`src/rtl/mini_pkg.sv`:
```
// Shared types for the Mini solver hierarchy: sequencer states and result codes.
// Latency: n/a (types and constants only).
// Backpressure: n/a.
package mini_pkg;

    localparam int LIT_W  = 32;
    localparam int STAT_W = 32;

    typedef enum logic [2:0] {
        IDLE     = 3'd0,
        CORE_RST = 3'd1,
        LOAD     = 3'd2,
        START    = 3'd3,
        SOLVE    = 3'd4,
        REPORT   = 3'd5
    } seq_state_t;

    typedef enum logic [1:0] {
        RES_NONE    = 2'd0,
        RES_SAT     = 2'd1,
        RES_UNSAT   = 2'd2,
        RES_TIMEOUT = 2'd3
    } res_code_t;

endpackage

```
`src/rtl/mini_rr_arbiter.sv`:
```
// Round-robin client selector: grants the first requester at or after the search base.
// Latency: grant is combinational; the base moves on the cycle after advance.
// Backpressure: none; the caller decides when a grant is consumed via advance.
module mini_rr_arbiter #(
    parameter  int NUM_CLIENTS = 4,
    localparam int IDX_W       = $clog2(NUM_CLIENTS)
) (
    input  logic                   clk,
    input  logic                   rst_n,
    input  logic [NUM_CLIENTS-1:0] req,
    input  logic [IDX_W-1:0]       last,
    input  logic                   advance,
    output logic [IDX_W-1:0]       grant,
    output logic                   grant_valid
);

    // Index where the next search begins; one past the last served client.
    logic [IDX_W-1:0] r_base;

    // Move the search base just past the client whose job was handed back.
    always_ff @(posedge clk or negedge rst_n) begin
        if (!rst_n) begin
            r_base <= '0;
        end else if (advance) begin
            r_base <= (last == IDX_W'(NUM_CLIENTS - 1)) ? '0 : last + IDX_W'(1);
        end
    end

    // Scan from the far end back towards the base so the closest requester wins.
    always_comb begin
        grant       = '0;
        grant_valid = 1'b0;
        for (int i = NUM_CLIENTS - 1; i >= 0; i--) begin
            int j;
            j = int'(r_base) + i;
            if (j >= NUM_CLIENTS) j = j - NUM_CLIENTS;
            if (req[j]) begin
                grant       = IDX_W'(j);
                grant_valid = 1'b1;
            end
        end
    end

endmodule

```
`src/rtl/mini_job_sequencer.sv`:
```
// Shares one solver core among NUM_CLIENTS requesters: reset core, load literals, start, collect result.
// Latency: req -> first LOAD cycle CORE_RST_CYCLES+2; last literal -> start 1; core_done -> res_valid 1.
// Backpressure: literal stream passes core_load_ready straight to the granted client; result held until res_ready.
// Optional macro MINI_SEQ_TIMEOUT_EN adds the cycle-budget counter and RES_TIMEOUT path.
module mini_job_sequencer
    import mini_pkg::*;
#(
    parameter  int NUM_CLIENTS     = 4,
    parameter  int TIMEOUT_W       = 32,
    parameter  int CORE_RST_CYCLES = 4,
    localparam int IDX_W           = $clog2(NUM_CLIENTS)
) (
    input  logic                         clk,
    input  logic                         rst_n,
    input  logic [NUM_CLIENTS-1:0]       req,
    input  logic [NUM_CLIENTS-1:0]       cl_valid,
    input  logic [NUM_CLIENTS-1:0][31:0] cl_literal,
    input  logic [NUM_CLIENTS-1:0]       cl_clause_end,
    input  logic [NUM_CLIENTS-1:0]       cl_last,
    output logic [NUM_CLIENTS-1:0]       cl_ready,
    input  logic [TIMEOUT_W-1:0]         cycle_budget,
    output logic                         res_valid,
    input  logic                         res_ready,
    output logic [IDX_W-1:0]             res_client,
    output logic [1:0]                   res_code,
    output logic [31:0]                  res_conflicts,
    output logic [31:0]                  res_decisions,
    output logic                         busy,
    output logic                         core_rst_n,
    output logic                         core_start_solve,
    input  logic                         core_done,
    input  logic                         core_sat,
    input  logic                         core_unsat,
    output logic                         core_load_valid,
    output logic [31:0]                  core_load_literal,
    output logic                         core_load_clause_end,
    input  logic                         core_load_ready,
    input  logic [31:0]                  core_conflict_count,
    input  logic [31:0]                  core_decision_count
);

    localparam int RC_W = $clog2(CORE_RST_CYCLES + 1);

    seq_state_t        r_state;
    logic [IDX_W-1:0]  r_grant;
    logic [RC_W-1:0]   r_rst_cnt;
    logic              r_core_rst_n;
    logic              r_start_solve;
    logic              r_res_valid;
    logic [IDX_W-1:0]  r_res_client;
    res_code_t         r_res_code;
    logic [STAT_W-1:0] r_res_conflicts;
    logic [STAT_W-1:0] r_res_decisions;

    logic [IDX_W-1:0]  w_arb_grant;
    logic              w_arb_valid;
    logic              w_advance;
    logic              w_load_fire;

`ifdef MINI_SEQ_TIMEOUT_EN
    logic [TIMEOUT_W-1:0] r_budget;
    logic [TIMEOUT_W-1:0] r_cycles;
    logic [TIMEOUT_W-1:0] w_cycles_next;
    logic                 w_unused;

    assign w_cycles_next = (&r_cycles) ? r_cycles : r_cycles + TIMEOUT_W'(1);
    assign w_unused      = core_unsat;
`else
    logic w_unused;

    assign w_unused = core_unsat ^ (^cycle_budget);
`endif

    assign w_advance   = (r_state == REPORT) && res_ready;
    assign w_load_fire = (r_state == LOAD) && cl_valid[r_grant] && core_load_ready;

    mini_rr_arbiter #(.NUM_CLIENTS(NUM_CLIENTS)) u_arb (
        .clk         (clk),
        .rst_n       (rst_n),
        .req         (req),
        .last        (r_grant),
        .advance     (w_advance),
        .grant       (w_arb_grant),
        .grant_valid (w_arb_valid)
    );

    // Literal stream is a direct connection between the granted client and the core during LOAD.
    always_comb begin
        cl_ready             = '0;
        core_load_valid      = 1'b0;
        core_load_literal    = '0;
        core_load_clause_end = 1'b0;
        if (r_state == LOAD) begin
            core_load_valid      = cl_valid[r_grant];
            core_load_literal    = cl_literal[r_grant];
            core_load_clause_end = cl_clause_end[r_grant];
            cl_ready[r_grant]    = core_load_ready;
        end
    end

    // Job FSM: every control and result output is a register updated here.
    always_ff @(posedge clk or negedge rst_n) begin
        if (!rst_n) begin
            r_state         <= IDLE;
            r_grant         <= '0;
            r_rst_cnt       <= '0;
            r_core_rst_n    <= 1'b0;
            r_start_solve   <= 1'b0;
            r_res_valid     <= 1'b0;
            r_res_client    <= '0;
            r_res_code      <= RES_NONE;
            r_res_conflicts <= '0;
            r_res_decisions <= '0;
`ifdef MINI_SEQ_TIMEOUT_EN
            r_budget        <= '0;
            r_cycles        <= '0;
`endif
        end else begin
            case (r_state)
                IDLE: begin
                    if (w_arb_valid) begin
                        r_grant      <= w_arb_grant;
                        r_rst_cnt    <= '0;
                        r_core_rst_n <= 1'b0;
                        r_state      <= CORE_RST;
                    end
                end
                CORE_RST: begin
                    // Hold reset low for CORE_RST_CYCLES, then one released settle cycle.
                    if (r_core_rst_n) begin
                        r_state <= LOAD;
                    end else if (r_rst_cnt == RC_W'(CORE_RST_CYCLES - 1)) begin
                        r_core_rst_n <= 1'b1;
                    end else begin
                        r_rst_cnt <= r_rst_cnt + RC_W'(1);
                    end
                end
                LOAD: begin
                    if (w_load_fire && cl_last[r_grant] && cl_clause_end[r_grant]) begin
                        r_start_solve <= 1'b1;
                        r_state       <= START;
                    end
                end
                START: begin
                    r_start_solve <= 1'b0;
`ifdef MINI_SEQ_TIMEOUT_EN
                    r_budget      <= cycle_budget;
                    r_cycles      <= '0;
`endif
                    r_state       <= SOLVE;
                end
                SOLVE: begin
`ifdef MINI_SEQ_TIMEOUT_EN
                    r_cycles <= w_cycles_next;
`endif
                    // core_done is checked first so it wins a tie with budget expiry.
                    if (core_done) begin
                        r_res_code      <= core_sat ? RES_SAT : RES_UNSAT;
                        r_res_conflicts <= core_conflict_count;
                        r_res_decisions <= core_decision_count;
                        r_res_client    <= r_grant;
                        r_res_valid     <= 1'b1;
                        r_state         <= REPORT;
                    end
`ifdef MINI_SEQ_TIMEOUT_EN
                    else if ((r_budget != '0) && (w_cycles_next == r_budget)) begin
                        r_res_code      <= RES_TIMEOUT;
                        r_res_conflicts <= core_conflict_count;
                        r_res_decisions <= core_decision_count;
                        r_res_client    <= r_grant;
                        r_res_valid     <= 1'b1;
                        r_state         <= REPORT;
                    end
`endif
                end
                REPORT: begin
                    if (res_ready) begin
                        r_res_valid <= 1'b0;
                        r_state     <= IDLE;
                    end
                end
                default: r_state <= IDLE;
            endcase
        end
    end

    assign busy             = (r_state != IDLE);
    assign core_rst_n       = r_core_rst_n;
    assign core_start_solve = r_start_solve;
    assign res_valid        = r_res_valid;
    assign res_client       = r_res_client;
    assign res_code         = r_res_code;
    assign res_conflicts    = r_res_conflicts;
    assign res_decisions    = r_res_decisions;

endmodule

```
`config.mk`:
```
export PLATFORM = sky130hd
export DESIGN_NAME = mini_job_sequencer
export DESIGN_NICKNAME = d
export VERILOG_FILES = /design/src/rtl/mini_pkg.sv /design/src/rtl/mini_rr_arbiter.sv /design/src/rtl/mini_job_sequencer.sv
export SDC_FILE = /design/constraint.sdc
export NUM_CORES = 1
export LEC_CHECK = 0
export CAP_MARGIN = 20
export CORE_AREA = 3 3 138 140
export CTS_CLUSTER_DIAMETER = 100
export DETAILED_ROUTE_END_ITERATION = 16
export DIE_AREA = 0 0 141 143
export PLACE_DENSITY = 0.62
export SKIP_LAST_GASP = 1
export SLEW_MARGIN = 20
export SYNTH_ARGS = -nofsm -noshare
export SYNTH_HDL_FRONTEND = slang
export SYNTH_SLANG_ARGS = --single-unit
```
`constraint.sdc`:
```
create_clock -name clk -period 2.7 [get_ports clk]
set_input_delay 0.54 -clock clk [delete_from_list [all_inputs] [get_ports clk]]
set_output_delay 0.54 -clock clk [all_outputs]
set_load 0.02 [all_outputs]
```
Yosys cells after proc, flatten, opt, wreduce, memory -nomap -nowiden:

Cells that the tools add are included.

* flip-flop bits (word level): 81

* $add $sub $neg: 9
* $lt $le $gt $ge: 10
* reduce and logical (&&, ||, !) cells: 18
* equal/unequal tests: 14
* bitwise operators: 1
* mux-type cells: 59

Operator list (count)
* 32-bit 2-to-1 mux: 6
* 32-bit by 4-bit less-than comparator with 1-bit output, second input constant: 4
* 32-bit by 4-bit >= comparator with 1-bit output, second input constant: 3
* 32-bit by 4-bit subtractor with 32-bit output, second input constant: 3
* 32-bit binary-select mux with 2-bit select: 1
* 1-bit 2-to-1 mux: 24
* 3-bit 2-to-1 mux: 8
* 3-bit case mux with 6 select lines: 1
* 1-bit binary-select mux with 2-bit select: 7
* 2-bit 2-to-1 mux: 6
* 2-bit inequality test, second input constant: 5
* 3-bit by 2-bit equality test with 1-bit output, second input constant: 3
* 2-bit AND reduction: 4
* 2-bit by 2-bit adder with 3-bit output, second input constant: 2
* 3-bit equality test, second input constant: 2
* 1-bit logical AND: 6
* 1-bit case mux with 2 select lines: 3
* 3-bit case mux with 2 select lines: 1
* 2-bit nonzero test: 3
* 5-bit AND reduction: 1
* 4-bit AND: 1
* 4-bit 2-to-1 mux: 1
* 2-bit by 1-bit inequality test with 1-bit output, second input constant: 2
* 4-bit AND reduction: 1
* other kinds (13): 13

Longest topological paths before layout:

Gate-level depths: netlist (run 1).

* depth in word-level cells: 12
* mapped depth: 6
* depth with buffers taken out: 6

Hierarchy:

Synthesis (run 1) repeated with hierarchy kept, for this count alone.

* cells, all modules: 313
* area total of the unflattened synthesis: 4489.3 um^2

By module, submodules not included
* mini_job_sequencer: cells each 294, times used 1, area each 4322.9 um^2, seq. area each 1976.9 um^2
* mini_rr_arbiter: cells each 19, times used 1, area each 166.4 um^2, seq. area each 50.0 um^2

Least setup slack after synthesis (run 1):

OpenSTA, ideal clock, no wires.

* path kind: register to output
* from: register r_grant[0]
* to: output port core_load_literal[25]
* arrival: 1.573 ns
* buffers on the path: 1
* cell stages (with the launch flop): 4
* data required time: 2.160 ns
* slack: 0.587 ns
* path through: dfrtp_1 -> buf_1 -> mux4_2 -> and2_1

* longest elaborated chain between the ends: 3

RTL lines
* from (decl): RTL line mini_job_sequencer.sv:45 `logic [IDX_W-1:0] r_grant;`
* from (signal assigned): RTL line mini_job_sequencer.sv:122 `r_grant <= w_arb_grant;`
* 32-bit binary-select mux with 2-bit select: RTL line mini_job_sequencer.sv:95 `core_load_literal = cl_literal[r_grant];`
* 32-bit 2-to-1 mux (implied by the code): RTL line mini_job_sequencer.sv:95
* 32-bit 2-to-1 mux: RTL line mini_job_sequencer.sv:93 `if (r_state == LOAD) begin`
* to (decl): RTL line mini_job_sequencer.sv:35 `output logic [31:0] core_load_literal,`

Every way passes these cells. The select of a mux whose other input is x is not followed.

Worst setup path after layout (run 1):

* from: register r_state[2]
* to: output port cl_ready[3]

* longest elaborated chain between the ends: 2

RTL lines
* from (decl): RTL line mini_job_sequencer.sv:44 `seq_state_t r_state;`
* from (signal assigned): RTL line mini_job_sequencer.sv:104 `r_state <= IDLE;`
* from (signal assigned): RTL line mini_job_sequencer.sv:125 `r_state <= CORE_RST;`
* from (signal assigned): RTL line mini_job_sequencer.sv:131 `r_state <= LOAD;`
* 3-bit by 2-bit equality test with 1-bit output: RTL line mini_job_sequencer.sv:93
* 4-bit 2-to-1 mux: RTL line mini_job_sequencer.sv:93
* to (decl): RTL line mini_job_sequencer.sv:20 `output logic [NUM_CLIENTS-1:0] cl_ready,`

Every way passes these cells.

==> results.ini, run 1 <==
[status]
status = finished, final reports clean

[worst_hold_path]
hold_class = primary input to async pin

[floorplan]
die_h_microns = 143
row_count = 49
pin_count = 357
fp.dieArea_sq_um = 20200
die_x_microns = 141
initial_core_util_pct = 24.3
coreArea_sq_um = 18000

[critical_path]
rrSetupSlack_ns = 0.99
crit_path_start_kind = flop
cp_slowest_stage_delay_ns = 0.62
r2r_cells = 3
path_delay_family = buffers and inverters
rr_startpoint = r_state[0]
setup.worst_path.start = r_state[2]
worstPathCellList = nor3b_2 > buf_12 > and3_1 > clkdlybuf4s50_1
path_buf_inv = 2
slowest_stage = clkdlybuf4s50_1
cp.required_ns = 2.16
worstReg2RegEnd = r_grant[0]
arrival_ns = 2.07
cp_num_cells = 4
critPathKind = flop to output pin
crit_fanout = 39
worstSetupEndpointType = output pin

[routing]
drc = 0
vias = 3963
firstDrtPassIters = 4
wl_microns = 17400
drtAntennaViolNets = 0
wl_per_cell_microns = 20.0
vias_per_cell = 4.57
drtIter0Drc = 104

[placed_design]
hpwl_microns = 14100
dpl.cell_count = 848
place_area_sq_um = 7910
gp_congestion = 0.949
io_buffer_count = 323

[power]
p_leak_uw = 0.00346
powerDensity_nw_per_um2 = 883
ir_drop_mv = 0.566

[finish]
syn2layout_area_growth_pct = 88.3
finish.instance_area_sq_um = 8200
finalNetCount = 884
layout_commonest_cell = clkdlybuf4s50_1
drive_above_1_share_pct = 20.0
final_cell_mix = 287 x clkdlybuf4s50_1, 79 x dfrtp_1, 58 x mux2_2
post-route-util_pct = 45.7
instances_no_fill = 868

[yosys]
synth.avg_cell_area_sq_um = 14.1
synth_top_flop_cell = dfrtp_1
synth_seq_cells = 81
synthCells = 309
synth_top_area_share_pct = 46.5
synthArstFlopShare_pct = 100
yosysTopAreaCell = dfrtp_1
synth-edff-count = 0
synth_seq_area_share_pct = 46.5
synth_warnings = 0
synthDistinctLibCells = 32
syn-cell-area_sq_um = 4360
synth_fp_nets = 562
synth_area_leaders = dfrtp_1 47%, mux4_2 19%, mux2_2 15%

[grt]
grt_max_degree = 70
grt_pass1_vias = 4381
track_usage_pct = 16.5
gr-total-overflow = 0
antenna_found_initial = 3
grt_pass1_wl_microns = 25700

[timing]
period_share_pct = 96.6
tightestPinTransition_ns = 0.667
skew_ns = 0.00646
maxSlewHeadroom_pct = 55.5
timing.fmax_ghz = 0.383
maxSlewViolCount = 0
rsz0062_at_grt = yes
fin_setup_tns_ns = 0
hold_ws_ns = 0.230
min_period_ns = 2.61
finalHoldViolations = 0
setup_viol = 0

[cts]
cts_tree = yes
cts.sinks = 81
path_clk_slew_ns = 0.07
cts_buffers = 9
htree_levels = 3
clockBufferDepth = 2
cts_root_buffer = clkbuf_16
hold_buffers = 0
clk_latency_ns = 0.33

[flow_run]
cap_violations = 0

[cells by family (layout without fill, tap and decap cells)]
kind of cell               Yosys count  in the layout  synth area share (%)
AOI/OAI and AO/OA                   17             17                  2.44
other                                0              3                     0
and+or+nand+nor                     69             69                  9.25
DFF                                 81             81                  46.5
adders and majority gates            6              6                  1.72
buffers and inverters               30            357                  3.42
muxes                              106            106                  36.6
[synthesized netlist by cell type, drive strengths merged, types with 2 or more instances]
| master | instances |
|---|---|
| a21oi | 6 |
| and2 | 34 |
| and3 | 4 |
| buf | 17 |
| clkbuf | 6 |
| dfrtp | 81 |
| ha | 6 |
| inv | 7 |
| mux2 | 68 |
| mux2i | 2 |
| mux4 | 36 |
| nand2 | 9 |
| nand2b | 3 |
| nand3 | 5 |
| nand3b | 3 |
| nor2 | 5 |
| o21ai | 5 |
| o22ai | 2 |
[final cells by class]
type | instances | area [sq um]
sequential | 81 | 2030
inverter | 7 | 26.3
multi-input combinational | 198 | 2190
timing repair buffer | 334 | 3350
tap | 229 | 287
fill | 1640 | 9760
antenna | 3 | 7.51
clock buffer | 10 | 239
clock inverter | 6 | 73.8
[layer usage]
layer	share of wire (%)	vias up	global-route usage [%]
li1	-	1794	-
met4	3.4	0	7.39
met2	53	209	30.1
met5	0	-	0
met1	35	1930	17.6
met3	8.3	30	5.02
[report_power, final]
group          internal, uW  leakage, uW  total, uW  switching (uW)
clock                   753     0.000154       1270             516
combinational          2160      0.00230       3860            1700
sequential             1780      0.00101       2110             332
total                  4690      0.00346       7240            2550
[worst register-to-register path, stage by stage, from the launching register on]
cell and delay (ns):
dfrtp_1 0.39, buf_4 0.18, or4_1 0.66, o41ai_2 0.37
[flip-flops by register name, summed over array words and instances (netlist names)]
| register | flops |
|---|---|
| core_rst_n | 1 |
| core_start_solve | 1 |
| r_grant | 2 |
| r_rst_cnt | 3 |
| r_state | 3 |
| res_client | 2 |
| res_code | 2 |
| res_conflicts | 32 |
| res_decisions | 32 |
| res_valid | 1 |
| u_arb.r_base | 2 |
[worst max path at each step]
stage	slack [ns]	endpoint
final	0.09	cl_ready[3]
after global routing	-0.007	cl_ready[3]
after CTS	0.03	cl_ready[3]
after detailed placement	-0.03	core_load_clause_end
after global placement	-0.02	core_load_clause_end
after floorplan	0.59	core_load_literal[25]
[repair_timing]
| action | 4_1_cts | 5_1_grt |
|---|---|---|
| buffers inserted | 1 | 0 |
| endpoints found under the setup margin | 34 | 4 |
| cloned | 0 | 0 |
| resized for setup | 34 | 2 |
[per-stage QoR]
step / setup slack, ns / total power (uW)
after global routing: -0.00707 / 7650
after CTS: 0.0348 / 7350
final: 0.0923 / 7240
after floorplan: 0.587 / 4140
after detailed placement: -0.0306 / 6060
after global placement: -0.0233 / 5970
No activity file was read; power rests on OpenSTA's default activity.
==> inputs of run 2 (changes only) <==
Settings changed: CTS_CLUSTER_DIAMETER 100 to 80.
==> results of run 2 <==
Same layout as run 1: the final DEF is identical, and so are final timing and power.
